==> config.mk <==
export PLATFORM = sky130hd
export DESIGN_NAME = rs_bm_scheduler
export DESIGN_NICKNAME = d
export VERILOG_FILES = /design/src/rtl/rs_pkg.sv /design/src/rtl/rs_rr_arbiter.sv /design/src/rtl/rs_bm_scheduler.sv
export SDC_FILE = /design/constraint.sdc
export NUM_CORES = 1
export LEC_CHECK = 0
export ABC_AREA = 1
export CORE_AREA = 5 5 357 359
export CTS_CLUSTER_DIAMETER = 30
export DETAILED_ROUTE_END_ITERATION = 7
export DIE_AREA = 0 0 362 364
export HOLD_SLACK_MARGIN = 0.05
export SLEW_MARGIN = 10
export SYNTH_ARGS = -nofsm -noshare
export SYNTH_HDL_FRONTEND = slang
export SYNTH_SLANG_ARGS = --single-unit
==> constraint.sdc <==
create_clock -name clk -period 3.22 [get_ports clk]
set_input_delay 0.644 -clock clk [delete_from_list [all_inputs] [get_ports clk]]
set_output_delay 0.644 -clock clk [all_outputs]
set_load 0.02 [all_outputs]
==> src/rtl/rs_pkg.sv <==
// Shared constants and scheduler state type for the RS decoder syndrome/BM path.
package rs_pkg;

  localparam int SYN_W = 128;
  localparam int GF_W  = 8;
  localparam int NSYM  = 16;

  typedef enum logic [1:0] {
    IDLE  = 2'd0,
    ISSUE = 2'd1,
    WAIT  = 2'd2,
    HOLD  = 2'd3
  } sched_state_t;

endpackage

==> src/rtl/rs_rr_arbiter.sv <==
// Round-robin request picker: first asserted request at or after ptr, wrapping.
module rs_rr_arbiter #(
  parameter int NUM_REQ = 4,
  parameter int ID_W    = $clog2(NUM_REQ)
) (
  input  logic [NUM_REQ-1:0] req,
  input  logic [ID_W-1:0]    ptr,
  output logic [NUM_REQ-1:0] gnt,
  output logic [ID_W-1:0]    gnt_idx,
  output logic               gnt_any
);

  logic [ID_W-1:0] cand;

  always_comb begin
    gnt     = '0;
    gnt_idx = '0;
    gnt_any = 1'b0;
    cand    = '0;
    for (int i = 0; i < NUM_REQ; i++) begin
      cand = ID_W'((int'(ptr) + i) % NUM_REQ);
      if (!gnt_any && req[cand]) begin
        gnt_any   = 1'b1;
        gnt[cand] = 1'b1;
        gnt_idx   = cand;
      end
    end
  end

endmodule

==> src/rtl/rs_bm_scheduler.sv <==
// Shares one Berlekamp-Massey engine among NUM_REQ syndrome producers, with
// zero-syndrome bypass, tagged result hold and a hang timeout.
//
// state | meaning
// IDLE  | waiting for a syndrome while the engine is free; grant happens here
// ISSUE | one-cycle start pulse to the engine, timeout counter loaded
// WAIT  | waiting for the engine strobe or timeout terminal count
// HOLD  | result presented until the consumer takes it
module rs_bm_scheduler #(
  parameter int NUM_REQ = 4,
  parameter int SYN_W   = rs_pkg::SYN_W,
  parameter int TIMEOUT = 1024
) (
  input  logic                       clk,
  input  logic                       rst,
  input  logic [NUM_REQ-1:0]         req_valid,
  input  logic [NUM_REQ*SYN_W-1:0]   req_syn,
  output logic [NUM_REQ-1:0]         req_ready,
  output logic [SYN_W-1:0]           bm_data_in,
  output logic                       bm_valid_in,
  input  logic [SYN_W-1:0]           bm_poly_out,
  input  logic                       bm_valid_out,
  input  logic                       bm_busy,
  output logic                       rsp_valid,
  input  logic                       rsp_ready,
  output logic [$clog2(NUM_REQ)-1:0] rsp_id,
  output logic [SYN_W-1:0]           rsp_poly,
  output logic                       rsp_err
);

  import rs_pkg::*;

  localparam int ID_W  = $clog2(NUM_REQ);
  localparam int CNT_W = $clog2(TIMEOUT + 1);

  sched_state_t state, state_nx;

  logic [ID_W-1:0]    rr_ptr;
  logic [CNT_W-1:0]   tmo_cnt;
  logic [NUM_REQ-1:0] gnt;
  logic [ID_W-1:0]    gnt_idx;
  logic               gnt_any;
  logic [SYN_W-1:0]   gnt_syn;
  logic               syn_zero;
  logic               grant_go;
  logic               tmo_hit;

  rs_rr_arbiter #(
    .NUM_REQ (NUM_REQ),
    .ID_W    (ID_W)
  ) u_arb (
    .req     (req_valid),
    .ptr     (rr_ptr),
    .gnt     (gnt),
    .gnt_idx (gnt_idx),
    .gnt_any (gnt_any)
  );

  assign gnt_syn  = req_syn[int'(gnt_idx)*SYN_W +: SYN_W];
  assign syn_zero = (gnt_syn == '0);
  assign tmo_hit  = (tmo_cnt == '0);

  always_comb begin
    state_nx    = state;
    req_ready   = '0;
    grant_go    = 1'b0;
    bm_valid_in = 1'b0;
    rsp_valid   = 1'b0;
    case (state)
      IDLE: begin
        if (gnt_any && !bm_busy) begin
          grant_go  = 1'b1;
          req_ready = gnt;
          state_nx  = syn_zero ? HOLD : ISSUE;
        end
      end
      ISSUE: begin
        bm_valid_in = 1'b1;
        state_nx    = WAIT;
      end
      WAIT: begin
        if (bm_valid_out || tmo_hit) state_nx = HOLD;
      end
      HOLD: begin
        rsp_valid = 1'b1;
        if (rsp_ready) state_nx = IDLE;
      end
      default: state_nx = IDLE;
    endcase
  end

  always_ff @(posedge clk) begin
    if (rst) begin
      state      <= IDLE;
      rr_ptr     <= '0;
      tmo_cnt    <= '0;
      bm_data_in <= '0;
      rsp_id     <= '0;
      rsp_poly   <= '0;
      rsp_err    <= 1'b0;
    end else begin
      state <= state_nx;
      case (state)
        IDLE: begin
          if (grant_go) begin
            bm_data_in <= gnt_syn;
            rsp_id     <= gnt_idx;
            // A zero syndrome means no errors: locator is the constant 1.
            if (syn_zero) rsp_poly <= SYN_W'(1);
          end
        end
        ISSUE: tmo_cnt <= CNT_W'(TIMEOUT - 1);
        WAIT: begin
          if (!tmo_hit) tmo_cnt <= tmo_cnt - CNT_W'(1);
          if (bm_valid_out) begin
            rsp_poly <= bm_poly_out;
            rsp_err  <= 1'b0;
          end else if (tmo_hit) begin
            rsp_poly <= '0;
            rsp_err  <= 1'b1;
          end
        end
        HOLD: begin
          if (rsp_ready) begin
            rr_ptr  <= (rsp_id == ID_W'(NUM_REQ - 1)) ? '0 : rsp_id + ID_W'(1);
            rsp_err <= 1'b0;
          end
        end
        default: ;
      endcase
    end
  end

endmodule

== Word level (Yosys, flattened, before mapping) ==
Index checks and enable logic that the tools add are counted.
Operators by class
  $add $sub $neg: 5
  order comparisons: 8
  equal/unequal tests: 11
  shift operators: 1
  multiplexer cells: 51
  bitwise logic cells: 3
  reductions and logical operators: 25
Operators by type and width (number)
  2-to-1 mux 128 bit: 4
  indexed part select 512 x 10 -> 128 bit: 1
  one-hot mux 128 bit (2 select lines): 1
  zero test 128 bit: 1
  2-to-1 mux 4 bit: 6
  one-hot mux 11 bit (2 select lines): 1
  2-to-1 mux 1 bit: 19
  2-to-1 mux 2 bit: 9
  less-than comparator 2 x 3 -> 1 bit, second input constant: 4
  inequality test 2 bit, second input constant: 6
  bitwise OR 4 bit: 3
  zero test 11 bit: 1
  2-to-1 mux 11 bit: 1
  subtractor 11 x 1 -> 11 bit, second input constant: 1
  binary-select mux 1 bit (select 2 bit): 4
  demux 1 bit (select 2 bit): 4
  >= comparator 2 x 1 -> 1 bit, second input constant: 4
  logical AND 1 bit: 8
  one-hot mux 2 bit (4 select lines): 1
  equality test 2 bit, second input constant: 3
  AND reduction 2 bit: 3
  AND reduction 3 bit: 2
  nonzero test 2 bit: 3
  adder 2 x 1 -> 2 bit, second input constant: 2
  other kinds (8): 12
Word-level totals
  register bits: 274
  input bits: 649
  output and inout bits: 265
  logic and storage cells: 111

== Longest topological paths before layout ==
  depth after elaboration: 17
  mapped depth: 29
  gate-level depth less buffers: 24

== Modules after synthesis ==
A second synthesis with hierarchy kept.
Second synthesis, totals
  cell total of the unflattened synthesis: 2645
  area, all modules: 15757.6 sq um
By module, submodules not included
  rs_bm_scheduler: times used 1, cells an instance 2571, area each 15317.2 sq um
  rs_rr_arbiter: times used 1, cells an instance 74, area each 440.4 sq um

== Worst setup path after synthesis ==
OpenSTA, ideal clock, no wires.
  path type: reg2out
  start point: register rr_ptr[0]
  end point: output port req_ready[0]
  arrival time: 2819 ps
  path slack: -243 ps
  cell stages (with the launch flop): 18
  buffers on the path: 6
  cells stage by stage: dfxtp_1 inv_2 buf_4 ha_1 inv_1 nand3_1 nand2_1 nor2_2 nand3b_1 buf_4 buf_2 buf_2 nand2_1 nor2_1 clkbuf_1 clkbuf_1 nand2_1 inv_1
On the way
  cells in the longest elaborated chain, start to end: 15
  elaborated cells on any way between the ends: 51
  classes of those cells: 3 x add/sub; 8 x order compare; 26 x mux; 3 x bitwise; 11 x reduce/logical
Ends and longest elaborated chain
  start, declared: RTL line rs_bm_scheduler.sv:38  | logic [ID_W-1:0] rr_ptr;
  start signal, assigned: RTL line rs_bm_scheduler.sv:125  | rr_ptr <= (rsp_id == ID_W'(NUM_REQ - 1)) ? '0 : rsp_id + ID_W'(1);
  parallel branches: the longest is 13 deep, another holds less-than comparator 2 x 3 -> 1 bit
  2-to-1 mux 4 bit (*): RTL line rs_bm_scheduler.sv:71  | if (gnt_any && !bm_busy) begin
  2-to-1 mux 4 bit (*): RTL line rs_bm_scheduler.sv:69  | case (state)
  end, declared: RTL line rs_bm_scheduler.sv:18  | output logic [NUM_REQ-1:0] req_ready,
Every way passes the cells marked *. The select of a mux whose other input is x is not followed.

== Worst setup path in the final report ==
  start point: register rr_ptr[0]
  end point: register rsp_poly[50]
On the way
  cells in the longest elaborated chain, start to end: 17
  elaborated cells on any way between the ends: 33
  classes of those cells: 3 x add/sub; 2 x eq/ne; 1 x shift; 18 x mux; 9 x reduce/logical
Ends and longest elaborated chain
  parallel branches: the longest is 16 deep, another holds adder 2 x 1 -> 2 bit
  AND reduction 4 bit (no line) (*)
  end signal, assigned: RTL line rs_bm_scheduler.sv:116  | rsp_poly <= bm_poly_out;
  end, declared: RTL line rs_bm_scheduler.sv:27  | output logic [SYN_W-1:0] rsp_poly,
Marked as above.
A chain may end at the register's enable or synchronous reset.

==> results.toml <==
[clocking]
clockBufferDepth = 3
cts_tree = "built"
clkTransAtPathRegs_ns = 0.04
cts-root-buf = "clkbuf_16"
numCtsBuffers = 92
htreeDepth = 3
clock_insertion_delay_worst_skew_ns = 0.65
clock_sink_count = 274

[timing]
max_freq_ghz = 0.2567
setup_violations = 134
rsz0062_at_grt = "yes"
holdWs_ns = 0.4470
skew_ns = 0.04910
slew_violations = 0
hold_violations = 0
fin_crit_ns = 3.896
worst_slack_ns = -0.6761
worst_slew_pin_slew_ns = 0.6276
fin_crit_sh = 1.210
relSlewSlack = 0.5803

[pwr]
p_sw_mw = 15.06
p_sw_frac = 0.4229
power.internal_mw = 20.55
powerDensity_mw_per_mm2 = 951.8
ir_drop_v = 0.0005192
p_leak_nw = 16.38
p_seq_frac = 0.143
clock_power_share = 0.263
p_comb_frac = 0.594

[critical_path]
crit_fanout = 8
critPathArrivalTime_ns = 4.47
required_ns = 3.79
start_kind = "flop"
critical_path_class = "flop to flop"
r2r_slack_ns = -0.68
endpoint_kind = "flop"
cpPeakStageDelay_ns = 0.36
slowest_stage = "dfxtp_4"

[floorplan]
rows = 129
die_h_microns = 364
fp.dieW_microns = 362
coreArea_sq_mm = 0.1235
die_area_sq_mm = 0.1318
start_util = 0.1392
io_pins = 914

[cells_and_area]
multi_input_area_sq_mm = 0.01130
finalNonFillerCells = 5733
layout-drive-gt1-share = 0.2472
nFillCells = 13080
final_nets = 4662
regArea_sq_mm = 0.005490
syn_to_final_growth_pct = 117.6

[yosys]
synth_simple_gate_area_frac = 0.4342
yosys_warnings = 0
ys_ff_latch = 274
syn_nets = 3467
synth_top_family_by_area = "simple AND/OR/NAND/NOR gates"
synth.area.top_cells = "dfxtp_1, nand2_1, nand3_1"
yosysSeqAreaShare = 0.3190
synth_area_per_cell_sq_um = 6.132
synth_ff_type = "dfxtp_1"
synth.cell_area_sq_mm = 0.01719
synth_fa_ha_area_frac = 0.01019
synth_xor_area_frac = 0
synth.largest_area_cell = "dfxtp_1"
synth.most_common_cell = "nand2_1"
async_flop_share = 0
synth_edf_count = 0
synth_mux_area_frac = 0
syn_inst = 2804
synth_top_area_frac = 0.3190
synth_compound_area_frac = 0.1175
synthTopCellsByCount = "nand2_1, nand3_1, dfxtp_1"
synth_cell_types = 33

[routing]
dr.pass1.iters = 5
drc = 0
ant_nets = 0
dr.first_iter.drc_count = 2146
routed_wirelength_microns = 135000
routedWlPerCell_microns = 23.54
num_vias = 24700
vias_per_cell = 4.309

[min_path]
worstHoldPathType = "flop to flop"

[global_route]
track_usage = 0.1886
overflow = 0
grt_pass1_vias = 24070
antenna_found_initial = 55
grt_max_degree = 72
grt_pass1_wl_microns = 177900

[placed_design]
dp_hpwl_microns = 103200
portBuffers = 913
place_inst = 5402
place.gp.congestion = 0.9502

[status]
failed_checks = "negative setup slack"
run_status = "finished, violations left"

[job]
drv_cap = 0
## area by class of cell
| type | instances | share of cell area |
|---|---|---|
| Timing Repair inverter | 1 | 0.0003010 |
| Tap cell | 1637 | 0.05474 |
| Clock buffer | 126 | 0.07083 |
| Timing Repair Buffer | 1331 | 0.3835 |
| Clock inverter | 39 | 0.01629 |
| Sequential cell | 274 | 0.1467 |
| Antenna cell | 26 | 0.001739 |
| Multi-Input combinational cell | 2076 | 0.3021 |
| Inverter | 223 | 0.02378 |
## per-stage QoR
step                setup WS [ns]    util  instance area (sq um)  TNS, ns  power (mW)
floorplan                 0.02846       -                  17210        0       13.62
global placement           -1.936  0.2428                  29980  -311.18       21.76
detailed placement         -1.964  0.2428                  29980  -320.29       21.85
CTS                       -0.7357  0.2880                  35560   -88.80       34.00
global route              -0.8881  0.3028                  37390  -113.56       37.48
finish                    -0.6761  0.3030                  37420   -82.85       35.61
## worst paths after layout
check | start | to | cells past startpoint
worst min register to register | tmo_cnt[10] | tmo_cnt[10] | 2
worst max register to register | rr_ptr[0] | rsp_poly[50] | 28
worst max-delay path | rr_ptr[0] | rsp_poly[50] | 28
worst min-delay path | tmo_cnt[10] | tmo_cnt[10] | 2
## worst max-delay path, delay by kind of cell, from the launching register on
family	cells	cell delay [ns]
DFF	1	0.36
AOI/OAI and AO/OA	1	0.04
and+or+nand+nor	15	1.65
adders and majority gates	1	0.26
buffers and inverters	11	1.47
## layer usage
metal  track usage  vias up  wire length (microns)
met3       0.06933      274                  13710
met1        0.2362    11490                  55910
met5             0        -                    195
met4       0.08189       32                   6332
li1              -    11590                      -
met2        0.2908     1318                  58820
## cell usage in the layout, fill, tap and decap left out, types with 4 or more instances in the layout
cell | synthesis | layout
inv_2 | 5 | 6
nor2_2 | 1 | 12
nand2_8 | 0 | 4
clkbuf_8 | 0 | 23
clkdlybuf4s50_1 | 0 | 909
nor2_1 | 241 | 202
ha_1 | 14 | 13
clkinv_16 | 0 | 4
o211ai_1 | 128 | 128
clkinv_2 | 0 | 19
diode_2 | 0 | 26
nand2_2 | 2 | 154
buf_12 | 8 | 71
bufinv_16 | 0 | 12
bufbuf_16 | 0 | 6
a21oi_1 | 50 | 49
a21oi_2 | 70 | 70
clkbuf_16 | 0 | 106
buf_8 | 1 | 14
nand2_1 | 943 | 742
nor2_4 | 0 | 28
nand2_4 | 0 | 45
buf_6 | 4 | 44
a31oi_1 | 6 | 6
dfxtp_1 | 274 | 272
nand3_4 | 1 | 14
nand3_1 | 590 | 493
nand3_2 | 0 | 84
buf_4 | 10 | 246
clkbuf_1 | 80 | 12
inv_1 | 218 | 211
o21ai_0 | 14 | 13
buf_16 | 0 | 26
## power groups by stage
stage	combinational, mW	sequential, mW	clock [mW]
floorplan	7.56	6.06	0
global placement	16.7	5.09	0
detailed placement	16.8	5.10	0
CTS	19.4	5.07	9.56
global route	22.6	5.18	9.74
finish	21.2	5.09	9.37
## state kept, by name (all words and copies together) (netlist names)
name / flops
bm_data_in: 128
rsp_poly: 128
tmo_cnt: 11
rr_ptr: 2
rsp_id: 2
state: 2
rsp_err: 1
## repair_timing
action | in CTS | in global routing
hold buffers | 0 | 0
setup buffers | 78 | 32
resized for setup | 298 | 307
cloned | 24 | 15
setup endpoints to repair | 199 | 193
pin swaps | 86 | 147
## cells by family after synthesis
family,count (synthesis)
buffers and inverters,454
flip-flops,274
AO/OA/AOI/OAI,279
adder cells (fa/ha/maj),14
AND/OR/NAND/NOR,1783
Note: power is estimated with default switching activity, not from simulation.
